File: src/rtl/hazard_pkg.sv
// Shared hazard-unit constants: default geometry and the latency codes the
// decoder drives onto id_lat.
package hazard_pkg;

  localparam int ADDR_W_DEF  = 5;
  localparam int MAX_LAT_DEF = 4;

  // Cycles after issue before a result can be forwarded.
  localparam int LAT_ALU  = 0;
  localparam int LAT_LOAD = 1;
  localparam int LAT_MUL  = 3;

  // Limit a requested latency to the largest one the scoreboard tracks.
  function automatic int unsigned clamp_lat(input int unsigned lat,
                                            input int unsigned max_lat);
    return (lat > max_lat) ? max_lat : lat;
  endfunction

endpackage

File: src/rtl/hazard_sb_entry.sv
// One scoreboard entry: cycles remaining until a register's pending result
// becomes forwardable. Counts down to zero, or takes the larger of the new
// and remaining latency when a producer issues to it.
module hazard_sb_entry #(
  parameter int LAT_W = 3
) (
  input  logic             clk,
  input  logic             rst_n,
  input  logic             load,
  input  logic [LAT_W-1:0] lat,
  output logic [LAT_W-1:0] cnt
);

  logic [LAT_W-1:0] dec;

  // Next value when no producer issues: one cycle closer, stopping at zero.
  always_comb begin
    dec = (cnt != '0) ? cnt - LAT_W'(1) : '0;
  end

  // Keep the larger latency so an older, slower producer is never hidden.
  always_ff @(posedge clk) begin
    // NOTE: state registers use non-blocking assignments so every entry
    // updates from the same pre-edge values.
    if (!rst_n)
      cnt <= '0;
    else if (load && (lat > dec))
      cnt <= lat;
    else
      cnt <= dec;
  end

endmodule

File: src/rtl/hazard_scoreboard.sv
// Load/multi-cycle hazard unit beside the ID stage. Per-register countdown
// entries record results that cannot yet be forwarded; a dependent
// instruction in ID is held until its sources are forwardable. Flush beats
// a hazard, and a saturating counter tracks stalled cycles.
module hazard_scoreboard
  import hazard_pkg::*;
#(
  parameter int ADDR_W  = ADDR_W_DEF,
  parameter int MAX_LAT = MAX_LAT_DEF,
  parameter int LAT_W   = $clog2(MAX_LAT + 1),
  parameter int PERF_W  = 16
) (
  input  logic              clk,
  input  logic              rst_n,
  input  logic              id_valid,
  input  logic [ADDR_W-1:0] id_rs,
  input  logic [ADDR_W-1:0] id_rt,
  input  logic              id_rs_used,
  input  logic              id_rt_used,
  input  logic [ADDR_W-1:0] id_rd,
  input  logic              id_wr,
  input  logic [LAT_W-1:0]  id_lat,
  input  logic              flush,
  output logic              pc_write,
  output logic              ifid_write,
  output logic              stall,
  output logic              hazard_rs,
  output logic              hazard_rt,
  output logic [PERF_W-1:0] stall_count
);

  localparam int NREG = 2 ** ADDR_W;

  logic [LAT_W-1:0] cnt [NREG];
  logic [LAT_W-1:0] lat_eff;
  logic             hz;
  logic             issue;

  // Register 0 is hard-wired forwardable; every other register gets an entry.
  for (genvar r = 0; r < NREG; r++) begin : g_entry
    if (r == 0) begin : g_zero
      assign cnt[r] = '0;
    end else begin : g_cnt
      hazard_sb_entry #(
        .LAT_W (LAT_W)
      ) u_entry (
        .clk   (clk),
        .rst_n (rst_n),
        .load  (issue && id_wr && (id_rd == ADDR_W'(r))),
        .lat   (lat_eff),
        .cnt   (cnt[r])
      );
    end
  end

  // Hazard and stall decode straight from the registered scoreboard; while in
  // reset the pipeline is forced to run free.
  always_comb begin
    // NOTE: every output of this block is assigned on every path, so no
    // latch can be inferred.
    hazard_rs  = rst_n && id_valid && id_rs_used && (id_rs != '0) &&
                 (cnt[id_rs] != '0);
    hazard_rt  = rst_n && id_valid && id_rt_used && (id_rt != '0) &&
                 (cnt[id_rt] != '0);
    hz         = hazard_rs || hazard_rt;
    stall      = hz && !flush;
    pc_write   = !stall;
    ifid_write = !stall;
    issue      = id_valid && !stall && !flush;
    lat_eff    = LAT_W'(clamp_lat(32'(id_lat), MAX_LAT));
  end

  // Count stalled cycles, holding at all-ones instead of wrapping.
  always_ff @(posedge clk) begin
    if (!rst_n)
      stall_count <= '0;
    else if (stall && (stall_count != '1))
      stall_count <= stall_count + PERF_W'(1);
  end

endmodule

File: config.mk
export PLATFORM = sky130hd
export DESIGN_NAME = hazard_scoreboard
export DESIGN_NICKNAME = d
export VERILOG_FILES = /design/src/rtl/hazard_pkg.sv /design/src/rtl/hazard_sb_entry.sv /design/src/rtl/hazard_scoreboard.sv
export SDC_FILE = /design/constraint.sdc
export NUM_CORES = 1
export LEC_CHECK = 0
export CORE_ASPECT_RATIO = 1.25
export CORE_UTILIZATION = 65
export CTS_CLUSTER_SIZE = 16
export DETAILED_ROUTE_END_ITERATION = 12
export DONT_BUFFER_PORTS = 1
export GPL_TIMING_DRIVEN = 0
export PLACE_DENSITY = 0.87
export SYNTH_ARGS = -nofsm -noshare
export SYNTH_HDL_FRONTEND = slang
export SYNTH_SLANG_ARGS = --single-unit
File: constraint.sdc
create_clock -name clk -period 8.2 [get_ports clk]
set_clock_uncertainty 0.2 [all_clocks]
set_input_delay 0.41 -clock clk [delete_from_list [all_inputs] [get_ports clk]]
set_output_delay 0.41 -clock clk [all_outputs]
set_load 0.02 [all_outputs]
# After elaboration in Yosys (flattened, before gate mapping)
# Cells that the tools add are included.
# word_totals
ff_bits,109
# op_classes
n_mux,69
reduce_logical,112
n_eq_ne,32
order_cmp,34
addsub,32
bitwise,2
# ops
operator,count
$mux W3,67
$reduce_bool A3 Y1,33
$gt A3 B3 Y1,31
$sub A3 B1 Y3 const B,31
$eq A5 B5 Y1 const B,16
$logic_and A1 B1 Y1,74
$eq A5 B4 Y1 const B,8
$bmux W3 S5,2
$eq A5 B3 Y1 const B,4
$add A16 B1 Y16 const B,1
$ne A16 B16 Y1 const B,1
$ge A6 B6 Y1 const B,2
$not A5 Y6,2
$eq A5 B2 Y1 const B,2
$reduce_bool A5 Y1,2
$eq A5 B1 Y1 const B,1
$gt A3 B3 Y1 const B,1
$logic_not A1 Y1,2
$logic_or A1 B1 Y1,1

# Longest topological paths before layout
# Gate-level depths: netlist of the first run.
# depth
depth_word,15
mapped_depth,13
mapped_depth_nobuf,11

# Cells and area by module
# A second synthesis of the first run with hierarchy kept.
# hier_totals
cells_unflattened,1094
area_unflattened_um2,9603.0
# by_module_without_submodules
module,area_each_um2,instances,cells_per_inst,seq_area_each_um2
hazard_sb_entry,231.5,31,25,60.1
hazard_scoreboard,2427.3,1,319,320.3

# Worst setup path before layout of the first run
# No wires, ideal clock.
# synth_path
path_type,in2out
start,input id_rt[1]
end,output pc_write
setup_slack_ns,4.535
t_required_ns,7.590
stages,12
arrival_ns,3.055
path_buffers,5
cell_sequence,buf_6 > inv_6 > mux4_1 > nand3_1 > o311ai_1 > o41ai_2 > nor2_2 > buf_6 > buf_8 > buf_6 > or2_2 > buf_4
# synth_between
elab_chain_len,9
elab_cells_between_ends,11
classes_between,mux (3); bitwise (1); reduce/logical (7)
# synth_rtl
item,line,source
start: declaration,hazard_scoreboard.sv:17,"input logic [ADDR_W-1:0] id_rt,"
$not A5 Y6 (implied by the code),hazard_scoreboard.sv:64,(cnt[id_rt] != '0);
$bmux W3 S5,hazard_scoreboard.sv:64,
$mux W3 (implied by the code) (2 in series),hazard_scoreboard.sv:64,
$reduce_bool A3 Y1,hazard_scoreboard.sv:64,
$logic_and A1 B1 Y1 (*),hazard_scoreboard.sv:63,hazard_rt = rst_n && id_valid && id_rt_used && (id_rt != '0) &&
via hazard_rt,hazard_scoreboard.sv:28,"output logic hazard_rt,"
$logic_or A1 B1 Y1 (*),hazard_scoreboard.sv:65,hz = hazard_rs || hazard_rt;
$logic_and A1 B1 Y1 (*),hazard_scoreboard.sv:66,stall = hz && !flush;
$logic_not A1 Y1 (*),--,
end: declaration,hazard_scoreboard.sv:24,"output logic pc_write,"
# Mark *: on every way through the listed nets, which the timed path passes. The rest lies on a longest branch. The select of a mux whose other input is x is not followed.

# Final worst setup path of the first run
# layout_path
start,register g_entry[10].g_cnt.u_entry.cnt[2]
end,output pc_write
# layout_between
elab_chain_len,8
elab_cells_between_ends,13
classes_between,mux (6); reduce/logical (7)
# layout_rtl
item,line,source
start: declaration,hazard_sb_entry.sv:11,output logic [LAT_W-1:0] cnt
start signal: assignment,hazard_sb_entry.sv:28,cnt <= lat;
$bmux W3 S5,hazard_scoreboard.sv:64,
$mux W3 (implied by the code) (2 in series),hazard_scoreboard.sv:64,
$reduce_bool A3 Y1,hazard_scoreboard.sv:64,
$logic_and A1 B1 Y1,hazard_scoreboard.sv:63,
via hazard_rt,hazard_scoreboard.sv:28,
$logic_or A1 B1 Y1,hazard_scoreboard.sv:65,
$logic_and A1 B1 Y1,hazard_scoreboard.sv:66,
$logic_not A1 Y1,--,
# The timed path passes the listed nets, and every way through them passes these cells. The select of a mux whose other input is x is not followed.

==> run summary, run 1 <==
The number of register bits inferred by synthesis came out at 109. The die area is 14,900 µm². The simple-gate share of the synthesized area is 20.5%.

Synthesis produced a netlist with a net count of between 1,000 and 1,500. The clock passes through at most 2 buffers. The layout net count came out at approximately 1,300. In the final routed layout, each cell accounts on average for 20.7 µm. In this run, the number of DRC markers left after iteration 0 of detailed routing was 650.

The final non-filler cell total is approximately 1,300. Once detail routing completed, the nets flagged for antenna violations numbered 0. The number of levels in the clock H-tree came out at 3.

The actual transition at the worst max-transition pin is roughly 1400 ps. In the synthesized netlist the dominant register cell turns out to be sky130_fd_sc_hd__dfxtp_1. The die height came out at ~140 µm. The number of hold buffers added after cts is 0. The CTS sink count came out at 109. The clock latency reported for the late side of the worst-skew pair is 370 ps. Setup repair after global routing left no endpoint under its margin. The path class of the tightest hold or removal check is in2reg. The final count of pins violating max slew came out at 0. The standard cell core area is 13,900 µm². The remaining routing DRC violations came out at 0. The highest ir drop seen on vdd is 0.102 mV.

Relative to the synthesized area, the layout overhead comes to 6.10%. The maximum number of pins on one net before global-route repair came out at 32. The total global routing overflow came out at 0.

STA classifies the critical path endpoint as a primary output. The routed layout has 8,391 vias. The worst setup path is launched from a flip-flop. The synthesized instance count is approximately 1,100. The overall global routing resource usage is 37.8%. The number of antenna violations at the first check in global routing is 0. 46 I/O pins were placed. The number of setup buffers added after CTS came out at 0.

The number of instances in the placed design is 1,280. The die extent in x came out at about 110 µm. The flow ran to the end, and the final reports show no timing, DRC or antenna violations.

The number of unique standard cell types used by synthesis came out at 66. The total negative slack is 0 ps. The leakage power summed over all cells came out at 4.38 nW. The adder and majority gate portion of the synthesized area is between 20% and 30%. The count of input and output buffers came out at 0.

The first detailed-routing pass took 5 iterations. The multiplexer area fraction after synthesis came out at roughly 15%. The share of post-route cells with drive strength above 1 came out at 5.09%. The worst setup timing slack at the placement stage came out at 3630 ps. The xor-xnor portion of the synthesized cell area is 0%. The wire-length estimate of the detail-placed layout is 19,400 µm. The synthesized design contains 0 enable-type register cells.

The final weighted congestion of routability-driven global placement came out at 0.986. After detailed routing, the number of vias per cell comes to 6.48. The routed wire length is 26,800 µm. For this run, the register share of the synthesized area comes to 23.3%. For the worst setup path, the data arrival time is 4190 ps.

The final antenna diode count is 0. The number of buffers created by CTS is 9. The worst setup path is of the reg2out kind. The least setup slack across all paths after layout is approximately 3400 ps. The proportion of synthesized flip-flops having asynchronous set or reset is 0%.

The power density over the cells came out at 116 nW/µm². The initial cell density of the core is 67.2%. The total of warnings raised by yosys is 0. The final-report hold violation count came out at 0. In this run the core area contains 48 standard-cell rows. The final critical path takes up approximately three fifths of the cycle. The setup violation total in the final timing report came out at 0. The root cell of the clock tree is sky130_fd_sc_hd__clkbuf_16. After synthesis, the mean cell area works out to 8.48 µm².

The filler cells instantiated in the layout total 1,051. The number of max-cap violations is 0. TritonCTS built the clock tree. Walking the worst path, the cells encountered are nor3_1 -> mux4_1 -> nand3_1 -> o311ai_1 -> o41ai_2 -> nor2_2 -> buf_6 -> buf_8 -> buf_6 -> or2_2 -> buf_4. In this run the worst path has a maximum fanout of 10. The maximum frequency from static timing analysis is 208 MHz.

The worst path needs 4800 ps of the cycle, external delays included. At the end of the flow the core is filled with cells to a little under three quarters. By instance count, the cell type seen most on the critical path is sky130_fd_sc_hd__buf_6.

The normalized max-slew margin is 4.47%. The compound-gate portion of the synthesized area came out at 12.2%. At the worst endpoint, the required time is about 7600 ps. The cell area after synthesis is approximately 9400 µm². The total of cells resized after clock tree synthesis came out at 0. After synthesis, the largest family of logic cells by area is adder cells.

The first global-routing pass estimated around 42,000 µm of wire. The number of global-route vias before repair came out at 8,393. The clock transition at the registers of the reported paths came out at 70 ps. The cell with the largest stage delay on the worst path is sky130_fd_sc_hd__o41ai_2.

The delay of the slowest critical-path stage came out at 1120 ps.
==> cell type report <==
cell class	instances	area, µm²	share of cell area (%)
clock buffers	12	256	2.58
well taps	175	219	2.21
plain buffers	56	287	2.89
flip-flops and latches	109	2180	22.0
clock inverters	3	43.8	0.441
repair buffers	2	40.0	0.403
inverters	127	482	4.85
multi-input cells	811	6420	64.6
==> state kept, by name (all words and copies together), names as in the netlist <==
signal,count
g_entry.g_cnt.u_entry.cnt,93
stall_count,16
==> through the flow <==
step	instance area (µm²)	total power, mW	hold slack, ps
detailed placement	9630	0.690	360
global placement	9580	0.682	345
global route	9930	1.18	90.4
floorplan	9360	0.642	321
finish	9930	1.15	81.8
CTS	9930	1.14	79.7
==> synth_stat cells (all sizes together) (2+ instances only) <==
library cell  count  area share, %
a32oi             4           0.37
o211ai            3           0.24
clkbuf           41            1.6
nand3b            3           0.24
ha              156             21
mux2i           106             11
a31oi             8           0.53
nand4b            7           0.66
inv             127            5.1
a2111oi           2           0.39
nor2b             7           0.47
nor4             11            1.1
nand2            95            3.8
o311ai            3           0.36
o41ai             5           0.63
nand3            22            1.2
o21ai             6           0.32
nand2b           44            2.9
nor2             80            3.2
a21o             27            2.2
buf              15            1.4
or2               2           0.13
nand4            13           0.87
a21oi            63            3.4
dfxtp           109             23
or3               4           0.32
mux4             13            3.4
and3             18            1.2
a311oi           26            2.4
nor4b             4           0.37
nor3             24            1.3
and2             33            2.2
o21a              3           0.24
a211oi            3           0.24
or4               2           0.16
==> cell families (layout without fill, tap and decap cells) <==
group | after synthesis | in the layout
muxes | 120 | 120
buffers and inverters | 183 | 200
AOI/OAI and AO/OA | 163 | 163
adders and majority gates | 156 | 156
and+or+nand+nor | 372 | 372
DFF | 109 | 109
==> layer usage <==
layer  wire length, µm  global-route usage [%]  up-vias
met4              1830                    28.0        0
met1              9810                    41.9     3913
met2             12400                    61.8      472
li1                  -                       -     3873
met5                 0                       0        -
met3              2810                    9.59      133
==> worst paths after layout <==
kind	start	to	slack [ps]	cells after the start
min	flush	stall_count[7]	80	2
min reg2reg	g_entry[21].g_cnt.u_entry.cnt[0]	g_entry[21].g_cnt.u_entry.cnt[0]	380	3
max reg2reg	g_entry[10].g_cnt.u_entry.cnt[2]	stall_count[14]	4100	11
max	g_entry[10].g_cnt.u_entry.cnt[2]	pc_write	3400	11
==> worst max-delay path: cells and delay by family, from the launching register on <==
kind | cells | cell delay, ps
simple gates | 4 | 880
mux | 1 | 560
flops | 1 | 390
compound gates | 2 | 1240
buf+inv | 4 | 730
==> cells in the final DEF (no fill, tap or decap), types with 4 or more instances in the layout <==
cell type / netlist / layout
sky130_fd_sc_hd__buf_6: 5 / 5
sky130_fd_sc_hd__o21ai_0: 6 / 6
sky130_fd_sc_hd__a21oi_1: 63 / 63
sky130_fd_sc_hd__nor2b_1: 7 / 6
sky130_fd_sc_hd__and2_1: 33 / 33
sky130_fd_sc_hd__nand2_1: 95 / 95
sky130_fd_sc_hd__nand3_1: 22 / 22
sky130_fd_sc_hd__buf_2: 5 / 5
sky130_fd_sc_hd__nand4_1: 13 / 13
sky130_fd_sc_hd__clkbuf_1: 41 / 41
sky130_fd_sc_hd__inv_1: 125 / 125
sky130_fd_sc_hd__nor2_1: 79 / 79
sky130_fd_sc_hd__nand2b_1: 44 / 43
sky130_fd_sc_hd__nor4_1: 7 / 7
sky130_fd_sc_hd__mux4_1: 7 / 7
sky130_fd_sc_hd__clkbuf_16: 0 / 9
sky130_fd_sc_hd__mux2i_1: 106 / 106
sky130_fd_sc_hd__dfxtp_1: 109 / 109
sky130_fd_sc_hd__ha_1: 156 / 156
sky130_fd_sc_hd__mux4_2: 6 / 6
sky130_fd_sc_hd__a32oi_1: 4 / 4
sky130_fd_sc_hd__nor3_1: 24 / 24
sky130_fd_sc_hd__and3_1: 15 / 15
sky130_fd_sc_hd__a31oi_1: 8 / 8
sky130_fd_sc_hd__nor4b_1: 4 / 4
sky130_fd_sc_hd__nand4b_1: 7 / 7
sky130_fd_sc_hd__a21o_1: 27 / 27
sky130_fd_sc_hd__a311oi_1: 26 / 26
==> power by group <==
group	switching (mW)	internal (mW)	total [mW]
Clock	0.213	0.253	0.466
Combinational	0.101	0.0509	0.152
Sequential	0.00165	0.530	0.531
Total	0.316	0.834	1.15
Note: power is estimated with default switching activity, not from simulation.
==> run 2: changes to the inputs <==
--- a/config.mk
+++ b/config.mk
@@ -6,12 +6,12 @@
 export NUM_CORES = 1
 export LEC_CHECK = 0
 export CORE_ASPECT_RATIO = 1.25
-export CORE_UTILIZATION = 65
+export CORE_UTILIZATION = 59
 export CTS_CLUSTER_SIZE = 16
 export DETAILED_ROUTE_END_ITERATION = 12
 export DONT_BUFFER_PORTS = 1
 export GPL_TIMING_DRIVEN = 0
-export PLACE_DENSITY = 0.87
+export PLACE_DENSITY = 0.84
 export SYNTH_ARGS = -nofsm -noshare
 export SYNTH_HDL_FRONTEND = slang
 export SYNTH_SLANG_ARGS = --single-unit
==> constraint.sdc (replaced) <==
create_clock -name clk -period 4.4 [get_ports clk]
set_clock_uncertainty 0.2 [all_clocks]
set_input_delay 0.22 -clock clk [delete_from_list [all_inputs] [get_ports clk]]
set_output_delay 0.22 -clock clk [all_outputs]
set_load 0.02 [all_outputs]
==> run 2 against run 1 <==
  * First-iteration DRC count grew 24%
  * Sequential share of layout area decreased by 0.24 points
  * Routed wire length is 1.0% lower
  * Critical path depth unchanged
  * Design area increased by 1.1%
  * Critical endpoint unchanged
  * Highest routed layer unchanged
  * Die area increased by 10%
  * Utilization is 6.8 points lower
  * Largest cell class unchanged
==> run summary, run 2 (same netlist as run 1, synthesis figures left out) <==
The number of placement rows came out at 51. For this run, global-route usage on met2 was measured as 55.2%. The combinational group share of total power came out at 12.8%. The CTS sink count came out at 109. The run finished with clean final reports.

The length of the first detailed-routing pass in iterations is 7. The number of top-level design ports came out at 46. The normalized max-slew margin came out at between 20% and 30%. At the end of routability-driven placement, the weighted congestion stood at around 1.0. Setup violations remaining at the end of the flow were counted as 0. More flip-flops sit in one register than any other, and that register is g_entry.g_cnt.u_entry.cnt.

The met3 routing resource usage after global routing is 6.03%. The share of post-route cells with drive strength above 1 is 5.16%. The cell-internal power came out at 1.60 mW.

The detailed-route vias per instance is 6.21. The count of antenna-violating nets left after detailed routing came out at 0. The routed wire length came out at 26,600 µm. The number of buffers created by CTS is 9. Setup repair after global routing left no endpoint under its margin. The standard cell core area is 15,600 µm². The worst hold-check slack is 37.4 ps. Entering global routing, the biggest net connects 32 pins. Summed over all nets, the switching power comes to approximately 0.59 mW. The power share of the sequential group came out at 45.1%. The final antenna diode count came out at 0.

Detailed routing inserted a total of 8,291 vias. The final count of pins violating max slew came out at 0. The leakage power summed over all cells came out at 4.42 nW.

The remaining routing DRC violations is 0. At the pin with the least slew margin, the transition time is approximately 1100 ps. Dividing total power by cell area gives a power density of between 200 and 250 nW/µm². The number of fill cells in the layout is 1,270. The least setup slack across all paths after layout is 348 ps. Of all nets on the critical path, the largest fanout is 10. The average wire per standard cell came out at about 20 µm. The initial cell density of the core came out at 60.1%. Summed over all failing endpoints, the final setup total negative slack is 0 ps. The number of antenna violations at the first check in global routing came to 0. The die height came out at about 140 µm. Net switching is 27.1% of the power. The kind of launch point of the worst setup path is a flip-flop.

The number of buffers on the longest clock path is 2. The min-delay analysis places its worst path in the category in2reg. The tree is rooted in a sky130_fd_sc_hd__clkbuf_16. The depth of the worst register-to-register path is 11.

The number of levels in the clock H-tree is 3. The die covers approximately 16,000 µm². The register with the most flip-flops in the layout has 93 of them. The data required time of the worst path is 3980 ps. The most frequent standard cell in the layout excluding fill and tap cells is sky130_fd_sc_hd__ha_1. The layer flagged by global routing as most heavily used is met2.

The number of global-route vias before repair is 7,967. The routed design could run at a clock period as short as approximately 4000 ps. The later pin in the worst-skew pair is clocked with a latency of around 370 ps. The final non-filler cell total came out at 1,335.

The placed instance area is 9680 µm². The die extent in x is between 100 and 150 µm. The number of instances in the placed design is between 1,000 and 1,500. The first global-routing pass estimated between 40,000 and 50,000 µm of wire. In the final layout, flip-flops and latches occupy 2180 µm². By startpoint and endpoint, the worst setup path is classified as reg2out.

The growth of design area from synthesis to finish came out at 7.26%. The top cell types in the final layout, fill and taps aside, are sky130_fd_sc_hd__ha_1, sky130_fd_sc_hd__inv_1, sky130_fd_sc_hd__dfxtp_1, sky130_fd_sc_hd__mux2i_1, sky130_fd_sc_hd__nand2_1. Data on the critical path arrives at its endpoint at 3630 ps. The worst setup timing slack at the placement stage is 498 ps.

The first routing iteration left 804 violations. The number of max-cap violations is 0. The count of buffers added on input and output ports is 0.

The clock network fraction of design power came out at around 42%. The half-perimeter wire length after detailed placement came out at 19,300 µm. The overall global routing resource usage came out at 33.0%. The worst hold path cell count came out at 2. Summing all multi-input logic gate instances after layout gives approximately 6400 µm². The layout net count is 1,299.

The final worst-path cycle share came out at 92.1%. The category of the worst setup path capture point is a primary output. Clock-pin slew was measured on the worst setup and hold paths at 80 ps. The total global routing overflow is 0. The summed area of non-filler cells in the final layout is 10,000 µm². Global routing consumed, on the met1 layer, 38.5% of the routing resources. The highest ir drop seen on vdd is 0.197 mV. In the final layout, the registers with the most flip-flops are g_entry.g_cnt.u_entry.cnt: 93 flops, stall_count: 16 flops. The number of setup buffers added after CTS came out at 0.

Timing would allow up to 247 MHz. The final-report hold violation count is 0. TritonCTS built the clock tree.
[run 2: cell count changes in the layout (fill, tap and decap cells not counted), sizes merged]
cell	previous run	this run
clkbuf	53	52
bufinv	1	2
clkinvlp	0	1
dlygate4sd3	0	2
[run 2: timing repair]
action,4_1_cts,5_1_grt
gates resized for setup,0,1
endpoints found under the hold margin,6,0
setup endpoints to repair,0,2
hold buffers,2,0
[run 2: metal layers]
metal  vias up  part of all wire (%)  wire length [µm]
met5         -                     0                 0
met4         0                   6.2              1650
met3       117                   9.3              2470
met2       415                    46             12300
met1      3892                    38             10200
li1       3867                     -                 -
[run 2: cell type report]
| type | count | share of cell area [%] |
|---|---|---|
| sequential | 109 | 21.7 |
| clock buffer | 11 | 2.42 |
| timing repair buffer | 4 | 0.673 |
| clock inverter | 5 | 0.810 |
| multi-input combinational | 811 | 64.1 |
| tap | 212 | 2.64 |
| inverter | 127 | 4.80 |
| buffer | 56 | 2.86 |
[run 2: per-stage QoR]
stage | utilization, % | total power [mW]
2_1_floorplan | - | 1.20
3_3_place_gp | 61.8 | 1.27
3_5_place_dp | 62.2 | 1.28
4_1_cts | 64.4 | 2.18
5_1_grt | 64.5 | 2.25
6_report | 64.5 | 2.19
[run 2: power by group through the flow]
stage	registers, mW	logic, mW	clock network [mW]
after floorplan	1.01	0.183	0
after CTS	0.990	0.272	0.919
after global placement	1.01	0.254	0
after detailed placement	1.01	0.269	0
final	0.990	0.281	0.923
after global routing	0.991	0.301	0.958
[run 2: worst max-delay path, cell delays in order (launching register included)]
cell	delay, ps
sky130_fd_sc_hd__dfxtp_1	380
sky130_fd_sc_hd__nor3_1	130
sky130_fd_sc_hd__mux4_1	580
sky130_fd_sc_hd__nand3_1	120
sky130_fd_sc_hd__o311ai_1	140
sky130_fd_sc_hd__o41ai_4	620
sky130_fd_sc_hd__nor2_2	220
sky130_fd_sc_hd__buf_6	220
sky130_fd_sc_hd__buf_8	150
sky130_fd_sc_hd__buf_6	160
sky130_fd_sc_hd__or2_2	360
sky130_fd_sc_hd__buf_4	180
[run 2: path summary, 6_finish.rpt]
check | start | to | slack, ps
setup / recovery | g_entry[10].g_cnt.u_entry.cnt[2] | pc_write | 350
hold / removal | id_lat[0] | g_entry[1].g_cnt.u_entry.cnt[0] | 40
setup reg to reg | g_entry[23].g_cnt.u_entry.cnt[1] | g_entry[20].g_cnt.u_entry.cnt[2] | 740
hold reg to reg | g_entry[28].g_cnt.u_entry.cnt[0] | g_entry[28].g_cnt.u_entry.cnt[0] | 370
==> run 3: changes to the inputs <==
--- a/config.mk
+++ b/config.mk
@@ -6,12 +6,12 @@
 export NUM_CORES = 1
 export LEC_CHECK = 0
 export CORE_ASPECT_RATIO = 1.25
-export CORE_UTILIZATION = 59
+export CORE_UTILIZATION = 39
 export CTS_CLUSTER_SIZE = 16
 export DETAILED_ROUTE_END_ITERATION = 12
 export DONT_BUFFER_PORTS = 1
 export GPL_TIMING_DRIVEN = 0
-export PLACE_DENSITY = 0.84
+export PLACE_DENSITY = 0.61
 export SYNTH_ARGS = -nofsm -noshare
 export SYNTH_HDL_FRONTEND = slang
 export SYNTH_SLANG_ARGS = --single-unit
==> run 3 against run 2 <==
  * Total power shrank 4.8%
  * Critical endpoint unchanged
  * Design area grew 0.75%
  * Count of clock-buffer cells in the layout is the same
  * Sequential cell count is the same
==> run summary, run 3 (same netlist as run 1, synthesis figures left out) <==
The final-report hold violation count came to 0. The worst pin sits at a relative slew slack of 19.0%. The count of input and output buffers came out at 0. The CTS sink count came out at 109.

The worst setup path is launched from a flip-flop. Total power for the finished layout comes to between 2 and 2.5 mW. STA classifies the critical path endpoint as a primary output. The die extent in x came out at 141 µm. The detailed-route vias per instance is 5.66. The arrival time of the worst setup path came out at 3710 ps. The top cell types in the final layout, fill and taps aside, are sky130_fd_sc_hd__ha_1, sky130_fd_sc_hd__inv_1, sky130_fd_sc_hd__dfxtp_1, sky130_fd_sc_hd__mux2i_1, sky130_fd_sc_hd__nand2_1. In the routed design, unresolved DRC markers number 0. In the final layout, the registers with the most flip-flops are g_entry.g_cnt.u_entry.cnt: 93 flops, stall_count: 16 flops. The total global routing overflow came out at 0. The type of the worst setup path is reg2out. Setup repair after global routing left no endpoint under its margin. The number of flip-flops in the largest register is a little over 90. The setup violation total in the final timing report is 0.

The count of antenna-violating nets left after detailed routing came out at 0. The first detailed-routing pass ran for 5 iterations. The share of post-route cells with drive strength above 1 is 5.25%. At the worst endpoint, the required time is ~4000 ps. The layout net count is about 1,300.

The initial cell density of the core came out at about 40%. The least setup slack across all paths after layout came out at between 200 and 300 ps. Across the run, the number of max-cap violations was 0. The highest ir drop seen on vdd is 0.162 mV. The analysis attributes to cell leakage a power of about 4.4 nW. The clock transition at the registers of the reported paths is 70 ps. The number of global-route vias before repair came to ~8,000. Summed over all failing endpoints, the final setup total negative slack is 0 ps.

Dividing total power by cell area gives a power density of 207 nW/µm². The clock period minus final worst setup slack came out at approximately 4100 ps. The final antenna diode count came out at 0. The standard cell core area is 23,600 µm². The first global-routing pass estimated about 44,000 µm of wire. TritonCTS created 9 clock buffers. The number of antenna violations at the first check in global routing came out at 0. The largest fanout of any net on the critical path is 10. The worst setup timing slack at the placement stage came out at 277 ps. The routed wire length is 27,800 µm. In this run the post-CTS setup repair buffer count came out at 0. Clock latency on the worst-skew pair, taken at its later pin, is 370 ps. Summed over all nets, the half-perimeter wirelength after detailed placement is 20,700 µm.

The tree is rooted in a sky130_fd_sc_hd__clkbuf_16. The number of top-level design ports is 46. The final worst-path cycle share came out at a little over nine tenths. The die area is 24,600 µm². In this run, the number of DRC markers left after iteration 0 of detailed routing was approximately 510. The number of buffers on the longest clock path is 2. The number of placement rows is 63. The number of levels in the clock H-tree came out at 3. The die height came out at 175 µm. Timing would allow up to 242 MHz.

The clock tree from TritonCTS is yes. The vias after detailed routing came out at 8,009. The final count of pins violating max slew came out at 0. The placed instance area came out at 9800 µm². The most frequent standard cell in the layout excluding fill and tap cells is sky130_fd_sc_hd__ha_1. The average wire per standard cell came out at 19.6 µm. The maximum number of pins on one net before global-route repair is 24.

In this run the worst hold path is classified as in2reg. The register with the most flip-flops is g_entry.g_cnt.u_entry.cnt. The actual transition at the worst max-transition pin is 1200 ps. The final weighted congestion of routability-driven global placement is around 0.95. The run finished with clean final reports. The summed area of non-filler cells in the final layout came out at 10,100 µm². The overall global routing resource usage came out at between 20% and 30%. The growth of design area from synthesis to finish came out at 8.06%.
run 3: changes by cell type in the layout (fill, tap and decap cells not counted):
cell                         before  now
sky130_fd_sc_hd__buf_12           2    3
sky130_fd_sc_hd__bufinv_16        2    0
sky130_fd_sc_hd__clkinv_4         0    3
sky130_fd_sc_hd__clkinv_2         1    2
sky130_fd_sc_hd__inv_6            2    1
sky130_fd_sc_hd__clkinvlp_4       1    0
run 3: final cells by class:
cell class              count  area, µm²
inverters                 127        482
clock buffers              11        243
repair buffers              5       87.6
well taps                 292        365
plain buffers              56        287
fillers                  2384      13500
clock inverters             5       36.3
multi-input cells         811       6430
flip-flops and latches    109       2180
run 3: per-layer routing:
layer / vias to the layer above / wire length, µm / part of all wire [%] / GRT usage [%]
met4: 0 / 938 / 3.4 / 9.15
met1: 3853 / 12000 / 43 / 28.5
met3: 51 / 1600 / 5.8 / 4.44
met2: 233 / 13200 / 48 / 40.5
met5: - / 0 / 0 / 0
li1: 3872 / - / - / -
run 3: worst paths after layout:
kind	startpoint	end	slack (ps)	depth (start not counted)
worst min-delay path	id_lat[0]	g_entry[1].g_cnt.u_entry.cnt[0]	90	2
worst min register to register	g_entry[28].g_cnt.u_entry.cnt[0]	g_entry[28].g_cnt.u_entry.cnt[0]	370	3
worst max-delay path	g_entry[9].g_cnt.u_entry.cnt[2]	pc_write	270	11
worst max register to register	g_entry[17].g_cnt.u_entry.cnt[0]	g_entry[16].g_cnt.u_entry.cnt[2]	540	8
run 3: report_power, final:
group	internal, mW	switching [mW]	leakage (nW)	total [mW]
logic	0.0982	0.190	3.39	0.288
registers	0.987	0.00300	0.878	0.990
clock network	0.403	0.409	0.139	0.812
total	1.49	0.602	4.41	2.09
run 3: timing repair:
| action | CTS | global route |
|---|---|---|
| resized for setup | 1 | 0 |
| hold buffers | 2 | 0 |
| endpoints found under the hold margin | 6 | 0 |
| setup endpoints to repair | 2 | 0 |
run 3: metrics by stage:
| stage | cells | utilization [%] | hold slack, ps |
|---|---|---|---|
| after floorplan | 1103 | - | 223 |
| after CTS | 1416 | 42.8 | 78.4 |
| after detailed placement | 1398 | 41.4 | 258 |
| after global routing | 1416 | 42.8 | 111 |
| after global placement | 1395 | 41.1 | 256 |
| final | 1416 | 42.8 | 85.3 |
run 3: worst max-delay path, cell delays in order, from the launching register on:
cell and delay (ps):
sky130_fd_sc_hd__dfxtp_1 390, sky130_fd_sc_hd__nor3_1 120, sky130_fd_sc_hd__mux4_2 520, sky130_fd_sc_hd__nand2_1 90
sky130_fd_sc_hd__nand3_1 130, sky130_fd_sc_hd__a2111oi_4 830, sky130_fd_sc_hd__nor2_2 200, sky130_fd_sc_hd__buf_6 210
sky130_fd_sc_hd__buf_8 150, sky130_fd_sc_hd__buf_6 160, sky130_fd_sc_hd__or2_2 360, sky130_fd_sc_hd__buf_4 180
